## config.mk

```make
export PLATFORM = sky130hd
export DESIGN_NAME = md5_op_pipe
export DESIGN_NICKNAME = d
export VERILOG_FILES = /design/src/rtl/md5_op_pipe.sv
export SDC_FILE = /design/constraint.sdc
export NUM_CORES = 2
export LEC_CHECK = 0
export ABC_AREA = 1
export BUFFER_PORTS_ARGS = -buffer_cell sky130_fd_sc_hd__buf_2
export CAP_MARGIN = 20
export CORE_AREA = 3 3 371 373
export CTS_BUF_LIST = sky130_fd_sc_hd__clkbuf_8
export DETAILED_ROUTE_END_ITERATION = 10
export DIE_AREA = 0 0 374 376
export GPL_ROUTABILITY_DRIVEN = 0
export GPL_TIMING_DRIVEN = 0
export PLACE_DENSITY = 0.78
export SLEW_MARGIN = 20
export SYNTH_ARGS = -nofsm -noshare
export SYNTH_HDL_FRONTEND = slang
export SYNTH_SLANG_ARGS = --single-unit
```

## constraint.sdc

```tcl
create_clock -name clk -period 25 [get_ports clk]
set_input_delay 5 -clock clk [delete_from_list [all_inputs] [get_ports clk]]
set_output_delay 5 -clock clk [all_outputs]
set_load 0.005 [all_outputs]
```

## src/rtl/md5_op_pipe.sv

```systemverilog
// One MD5 operation as an elastic valid/ready pipeline of 1..6 register stages.
// The message and a user tag ride alongside each word so 64 stages can be chained.
module md5_op_pipe #(
    parameter int                    INDEX       = 0,
    parameter int                    S           = 7,
    parameter logic [31:0]           K           = 32'hd76aa478,
    parameter int                    MSG_BITS    = 152,
    parameter logic [511-MSG_BITS:0] MSG_PAD     = '0,
    parameter int                    PIPE_STAGES = 6,
    parameter int                    TAG_W       = 8
) (
    input  logic                clk,
    input  logic                reset_n,
    input  logic [31:0]         a,
    input  logic [31:0]         b,
    input  logic [31:0]         c,
    input  logic [31:0]         d,
    input  logic [MSG_BITS-1:0] m_in,
    input  logic [TAG_W-1:0]    tag_in,
    input  logic                in_valid,
    output logic                in_ready,
    output logic [31:0]         a_out,
    output logic [31:0]         b_out,
    output logic [31:0]         c_out,
    output logic [31:0]         d_out,
    output logic [MSG_BITS-1:0] m_out,
    output logic [TAG_W-1:0]    tag_out,
    output logic                out_valid,
    input  logic                out_ready
);

    localparam int PAD_W = 512 - MSG_BITS;
    localparam int G     = (INDEX < 16) ? INDEX :
                           (INDEX < 32) ? ((5 * INDEX + 1) % 16) :
                           (INDEX < 48) ? ((3 * INDEX + 5) % 16) :
                                          ((7 * INDEX) % 16);
    localparam int P0    = 32 * (15 - G);
    localparam int NST   = PIPE_STAGES;
    // Steps 0..FIRST all collapse into the first register stage.
    localparam int FIRST = 6 - PIPE_STAGES;

    generate
        if (INDEX < 0 || INDEX > 63) begin : g_bad_index
            $error("md5_op_pipe: INDEX must be 0..63");
        end
        if (S < 0 || S > 31) begin : g_bad_s
            $error("md5_op_pipe: S must be 0..31");
        end
        if (MSG_BITS < 8 || MSG_BITS > 440 || (MSG_BITS % 8) != 0) begin : g_bad_msg
            $error("md5_op_pipe: MSG_BITS must be a multiple of 8 in 8..440");
        end
        if (PIPE_STAGES < 1 || PIPE_STAGES > 6) begin : g_bad_stages
            $error("md5_op_pipe: PIPE_STAGES must be 1..6");
        end
        if (TAG_W < 1) begin : g_bad_tag
            $error("md5_op_pipe: TAG_W must be at least 1");
        end
    endgenerate

    typedef struct packed {
        logic [31:0] wa;
        logic [31:0] wb;
        logic [31:0] wc;
        logic [31:0] wd;
        logic [31:0] mw;
    } work_t;

    function automatic logic [31:0] round_f(input logic [31:0] x, input logic [31:0] y,
                                            input logic [31:0] z);
        if (INDEX < 16)      return (x & y) | (~x & z);
        else if (INDEX < 32) return (z & x) | (~z & y);
        else if (INDEX < 48) return x ^ y ^ z;
        else                 return y ^ (x | ~z);
    endfunction

    function automatic logic [31:0] rotl(input logic [31:0] x);
        if (S == 0) return x;
        return (x << S) | (x >> (32 - S));
    endfunction

    // Accumulator wa carries a -> t -> r -> b+r; the last step renames lanes.
    function automatic work_t apply_step(input int step, input work_t w);
        work_t r;
        r = w;
        case (step)
            0: r.wa = w.wa + round_f(w.wb, w.wc, w.wd);
            1: r.wa = w.wa + w.mw;
            2: r.wa = w.wa + K;
            3: r.wa = rotl(w.wa);
            4: r.wa = w.wb + w.wa;
            5: begin
                r.wa = w.wd;
                r.wb = w.wa;
                r.wc = w.wb;
                r.wd = w.wc;
            end
            default: r = w;
        endcase
        return r;
    endfunction

    // Only the four bytes of word G are pulled out, straight from either m_in or the pad.
    logic [31:0] m_word;

    generate
        for (genvar gi = 0; gi < 4; gi++) begin : g_mbyte
            localparam int P = P0 + 8 * (3 - gi);
            if (P >= PAD_W) begin : g_from_msg
                assign m_word[8*gi +: 8] = m_in[P-PAD_W +: 8];
            end else begin : g_from_pad
                assign m_word[8*gi +: 8] = MSG_PAD[P +: 8];
            end
        end
    endgenerate

    work_t               in_work;
    work_t               work_reg  [NST];
    work_t               work_next [NST];
    logic [MSG_BITS-1:0] m_reg     [NST];
    logic [MSG_BITS-1:0] m_src     [NST];
    logic [TAG_W-1:0]    tag_reg   [NST];
    logic [TAG_W-1:0]    tag_src   [NST];
    logic [NST-1:0]      full_reg;
    logic [NST-1:0]      src_full;
    logic [NST-1:0]      can_take;

    assign in_work = '{wa: a, wb: b, wc: c, wd: d, mw: m_word};

    always_comb begin
        work_t w;
        w = in_work;
        for (int s = 0; s <= FIRST; s++) begin
            w = apply_step(s, w);
        end
        work_next[0] = w;
        m_src[0]     = m_in;
        tag_src[0]   = tag_in;
        src_full[0]  = in_valid;
        for (int i = 1; i < NST; i++) begin
            work_next[i] = apply_step(FIRST + i, work_reg[i-1]);
            m_src[i]     = m_reg[i-1];
            tag_src[i]   = tag_reg[i-1];
            src_full[i]  = full_reg[i-1];
        end
    end

    // Ready ripples back from out_ready so a full pipe can accept and deliver in one cycle.
    always_comb begin
        can_take[NST-1] = !full_reg[NST-1] || out_ready;
        for (int i = NST - 2; i >= 0; i--) begin
            can_take[i] = !full_reg[i] || can_take[i+1];
        end
    end

    always_ff @(posedge clk) begin
        if (!reset_n) begin
            full_reg <= '0;
            for (int i = 0; i < NST; i++) begin
                work_reg[i] <= '0;
                m_reg[i]    <= '0;
                tag_reg[i]  <= '0;
            end
        end else begin
            for (int i = 0; i < NST; i++) begin
                if (can_take[i]) begin
                    full_reg[i] <= src_full[i];
                    // Bubbles leave the data registers untouched.
                    if (src_full[i]) begin
                        work_reg[i] <= work_next[i];
                        m_reg[i]    <= m_src[i];
                        tag_reg[i]  <= tag_src[i];
                    end
                end
            end
        end
    end

    assign in_ready  = can_take[0];
    assign out_valid = full_reg[NST-1];
    assign a_out     = work_reg[NST-1].wa;
    assign b_out     = work_reg[NST-1].wb;
    assign c_out     = work_reg[NST-1].wc;
    assign d_out     = work_reg[NST-1].wd;
    assign m_out     = m_reg[NST-1];
    assign tag_out   = tag_reg[NST-1];

endmodule

```

* Word-level counts from Yosys, hierarchy flattened *
Memory sizes are Yosys's and may differ from the RTL's.
Cells that the tools add are included.

storage, ports and cells
  register bits = 6
  bits in latches = 0
  memory bits (writable) = 1920
  ROM bits = 0
  input bits = 292
  output and inout port bits = 290
  logic and storage cells = 91
  memories kept = 3

cells by class
  add/subtract/negate cells = 4
  multiply operators = 0
  div/mod/pow operators = 0
  magnitude comparators = 0
  equal/unequal tests = 0
  shifts and indexed selects = 0
  muxes and demuxes = 43
  bitwise gates (word level) = 23
  reduce and logical (&&, ||, !) cells = 12

memory list
  name      words  width  rd ports  clocked after memory_dff  wr ports  line  source
  work_reg  6      160    6         0                         6         117   work_t work_reg [NST];
  m_reg     6      152    6         0                         6         119   logic [MSG_BITS-1:0] m_reg [NST];
  tag_reg   6      8      6         0                         6         121   logic [TAG_W-1:0] tag_reg [NST];

operator list
  kind                                  count
  two-way mux 160 bit                   6
  two-way mux 152 bit                   6
  adder 32 bit                          3
  AND 32 bit                            2
  two-way mux 8 bit                     6
  adder 32 bit (second input constant)  1
  NOT 32 bit                            1
  OR 32 bit                             1
  OR 32 x 7 -> 32 bit                   1
  two-way mux 1 bit                     25
  OR 1 bit                              18
  zero test 1 bit                       6
  logical OR 1 bit                      6

* Depth between registers and ports, before layout *
  word-level depth = 11
  gate-level depth with buffers = 14
  depth with buffers taken out = 14

* Worst setup path after synthesis *
No wires, ideal clock.

  kind = input port to flip-flop
  start point = input out_ready
  end point = memory m_reg[5][0], enable pin
  setup time = 1.336 ns
  data arrival time = 25.080 ns
  required time = 23.664 ns
  slack = -1.416 ns
  stages = 2
  buffers on the path = 0
  cells stage by stage = nor2_4 o21ai_0

RTL lines
  element      line  source
  from (decl)  29    input logic out_ready
  to (decl)    119

* Final worst setup path *
  start point = input out_ready
  end point = output in_ready

between the ends
  word-level cells in the longest chain between the ends = 6

ends and longest elaborated chain
  element                         line  source
  logical OR 1 bit                149   can_take[NST-1] = !full_reg[NST-1] || out_ready;
  logical OR 1 bit (5 in series)  151   can_take[i] = !full_reg[i] || can_take[i+1];
  to (decl)                       21    output logic in_ready,

Every way passes these cells.

==> results.sh <==
export IMPL_core_area_mm2=0.135
export IMPL_crit_required_ps=20000
export IMPL_port_buffers=580
export IMPL_vias_per_cell=4.83
export IMPL_postRouteAntennaNets=0
export IMPL_antenna_found_initial=9
export IMPL_crit_top_cell="buf_2"
export IMPL_drv_cap=0
export IMPL_wl_per_cell_um=16.9
export IMPL_status="finished, final reports clean"
export IMPL_min_period_over_period_pct=43.8
export IMPL_vdd_ir_drop_max_uv=44.8
export IMPL_slew_headroom_pct=33.8
export IMPL_finalHoldViolCount=0
export IMPL_dieArea_mm2=0.141
export IMPL_drt_total_wl_um=171000
export IMPL_fmaxAchievable_mhz=91.3
export IMPL_finalCriticalPeriod_ps=10950
export IMPL_yosysUniqueCellTypes=34
export IMPL_route_detailed_drc=0
export IMPL_cts_root_buf="clkbuf_8"
export IMPL_async_flop_share_pct=0
export IMPL_endpoint_kind="output port"
export IMPL_clk_latency_ps=1000
export IMPL_startpoint_type="primary input"
export IMPL_syn_area_per_cell_um2=10.4
export IMPL_syn2layout_area_growth_pct=15.2
export IMPL_post_cts_buffers=0
export IMPL_fin_tns_setup_ps=0
export IMPL_htreeDepth=5
export IMPL_slowest_delay_ps=180
export IMPL_nets=8566
export IMPL_finalInstanceArea_mm2=0.0868
export IMPL_overflow=0
export IMPL_maxSlewViolCount=0
export IMPL_criticalPathCategory="primary input to output port"
export IMPL_ys_warn_count=0
export IMPL_yosysSeqAreaShare_pct=69.0
export IMPL_grt_max_degree=61
export IMPL_clk_pin_slew_worst_paths_ps=60
export IMPL_cp_arrival_ps=5950
export IMPL_place_area_mm2=0.0817
export IMPL_num_rows=135
export IMPL_dpl_hpwl_um=127000
export IMPL_power_density_mw_per_mm2=70.8
export IMPL_holdBufCountCts=0
export IMPL_cts_buffers=292
export IMPL_synthCells=7262
export IMPL_rsz0062_at_grt="false"
export IMPL_cts_buffer_depth=4
export IMPL_cts_tree="built"
export IMPL_skew_ps=72.7
export IMPL_ys_seq_elements=1734
export IMPL_leakage_nw=39.4
export IMPL_hold_path_class="register to register"
export IMPL_detail_route_first_pass_iterations=6
export IMPL_synth_flop_cell="edfxtp_1"
export IMPL_initial_core_util_pct=55.9
export IMPL_vias=48990
export IMPL_netlist_area_mm2=0.0754
export IMPL_tightest_slew_ps=990
export IMPL_crit_chain="buf_2 > nor2_4 > nand4_2 > nor2_2 > nand2_2 > buf_2"
export IMPL_largest_register_ffs=844
export IMPL_grt_pass1_vias=47677
export IMPL_grt_usage_pct=24.1
export IMPL_slowest_stage="nor2_4"
export IMPL_drt_initial_drc_count=4529
export IMPL_layout_drive_gt1_share_pct=15.7
export IMPL_pin_count=582
export IMPL_die_h_um=376
export IMPL_grt_pass1_wl_um=257000
export IMPL_cts_sinks=1734
export IMPL_finalSetupViolCount=0
export IMPL_syn_num_nets=7651
export IMPL_synth_edff_count=1728
export IMPL_post_cts_resized=0
export IMPL_die_x_um=374
export IMPL_path_max_fanout=5
stage by stage:
step	setup slack, ps	power (mW)	utilization [%]	std cells	hold WS [ps]
detailed placement	14050	3.92	60.5	9664	490
finish	14050	6.15	64.3	10151	502
global placement	185	3.95	59.7	9623	475
global route	13990	6.39	64.3	10148	523
CTS	14050	6.19	64.3	10142	501
floorplan	6370	3.77	-	7262	468
synth_stat cells (13+ instances only):
master | instances | area, µm²
nand4_1 | 19 | 119
buf_2 | 130 | 651
edfxtp_1 | 1728 | 51900
xor2_1 | 13 | 114
buf_4 | 165 | 1240
o21bai_1 | 18 | 135
nand3_1 | 115 | 576
and2_1 | 17 | 106
o21ai_0 | 74 | 370
nor3_1 | 30 | 150
buf_6 | 23 | 259
ha_1 | 94 | 1180
nor2_1 | 1841 | 6910
nand2_1 | 777 | 2920
a21oi_1 | 155 | 776
inv_1 | 1991 | 7470
clkbuf_1 | 28 | 105
kinds of logic after synthesis:
group                      after synthesis  share of synthesized area (%)
and+or+nand+nor                       2813                           14.4
adders and majority gates               97                           1.64
DFF                                   1734                           69.0
AOI/OAI and AO/OA                      257                           1.80
xor gates and xnor gates                19                          0.221
buffers and inverters                 2342                           12.9
final timing paths:
| path | slack, ps | endpoint | startpoint | depth (start not counted) |
|---|---|---|---|---|
| setup / recovery | 14050 | in_ready | out_ready | 6 |
| setup reg to reg | 22160 | work_reg[0][956]$_SDFFCE_PN0P_ | full_reg[5]$_SDFFE_PN0P_ | 7 |
| hold / removal | 500 | m_reg[4][124]$_SDFFCE_PN0P_ | m_reg[3][124]$_SDFFCE_PN0P_ | 2 |
| hold reg to reg | 500 | m_reg[4][124]$_SDFFCE_PN0P_ | m_reg[3][124]$_SDFFCE_PN0P_ | 2 |
power by group:
group          switching, mW  internal (mW)  total (mW)  leakage [nW]
clock network           1.07           1.21        2.28          2.89
logic                  0.318          0.154       0.473          18.0
registers             0.0512           3.34        3.39          18.5
total                   1.44           4.71        6.15          39.4
layer usage:
| metal | vias up | part of all wire (%) | GRT usage [%] |
|---|---|---|---|
| li1 | 23847 | - | - |
| met1 | 22433 | 38 | 29.1 |
| met2 | 2152 | 48 | 39.8 |
| met3 | 558 | 7.7 | 4.78 |
| met4 | 0 | 7.0 | 15.5 |
| met5 | - | 0 | 0 |
cell type report:
class                           count  area, µm²
Antenna cell                        9       22.5
Buffer                            346       2260
Clock buffer                      302       4160
Clock inverter                    176        987
Fill cell                       10060      48100
Inverter                         1996       7490
Multi-Input combinational cell   3186      13700
Sequential cell                  1734      52000
Tap cell                         1781       2230
Timing Repair Buffer              621       3990
worst max-delay path, delay by kind of cell:
kind / cells / cell delay, ps
and+or+nand+nor: 4 / 640
buffers and inverters: 2 / 290
cell usage in the layout (no fill, tap or decap), types with 9 or more instances in the layout:
| master | count |
|---|---|
| xor2_1 | 13 |
| buf_4 | 165 |
| clkbuf_1 | 26 |
| buf_2 | 710 |
| o21ai_0 | 73 |
| nor2_1 | 1841 |
| nand2_1 | 772 |
| clkinv_2 | 27 |
| nand3_1 | 115 |
| nor3_1 | 30 |
| buf_6 | 23 |
| bufinv_16 | 10 |
| a21oi_1 | 155 |
| diode_2 | 9 |
| nand4_1 | 19 |
| and2_1 | 17 |
| buf_16 | 36 |
| clkbuf_8 | 302 |
| ha_1 | 94 |
| clkinv_1 | 64 |
| edfxtp_1 | 1728 |
| inv_1 | 2059 |
| o21bai_1 | 18 |
(Power assumes the default switching activity.)
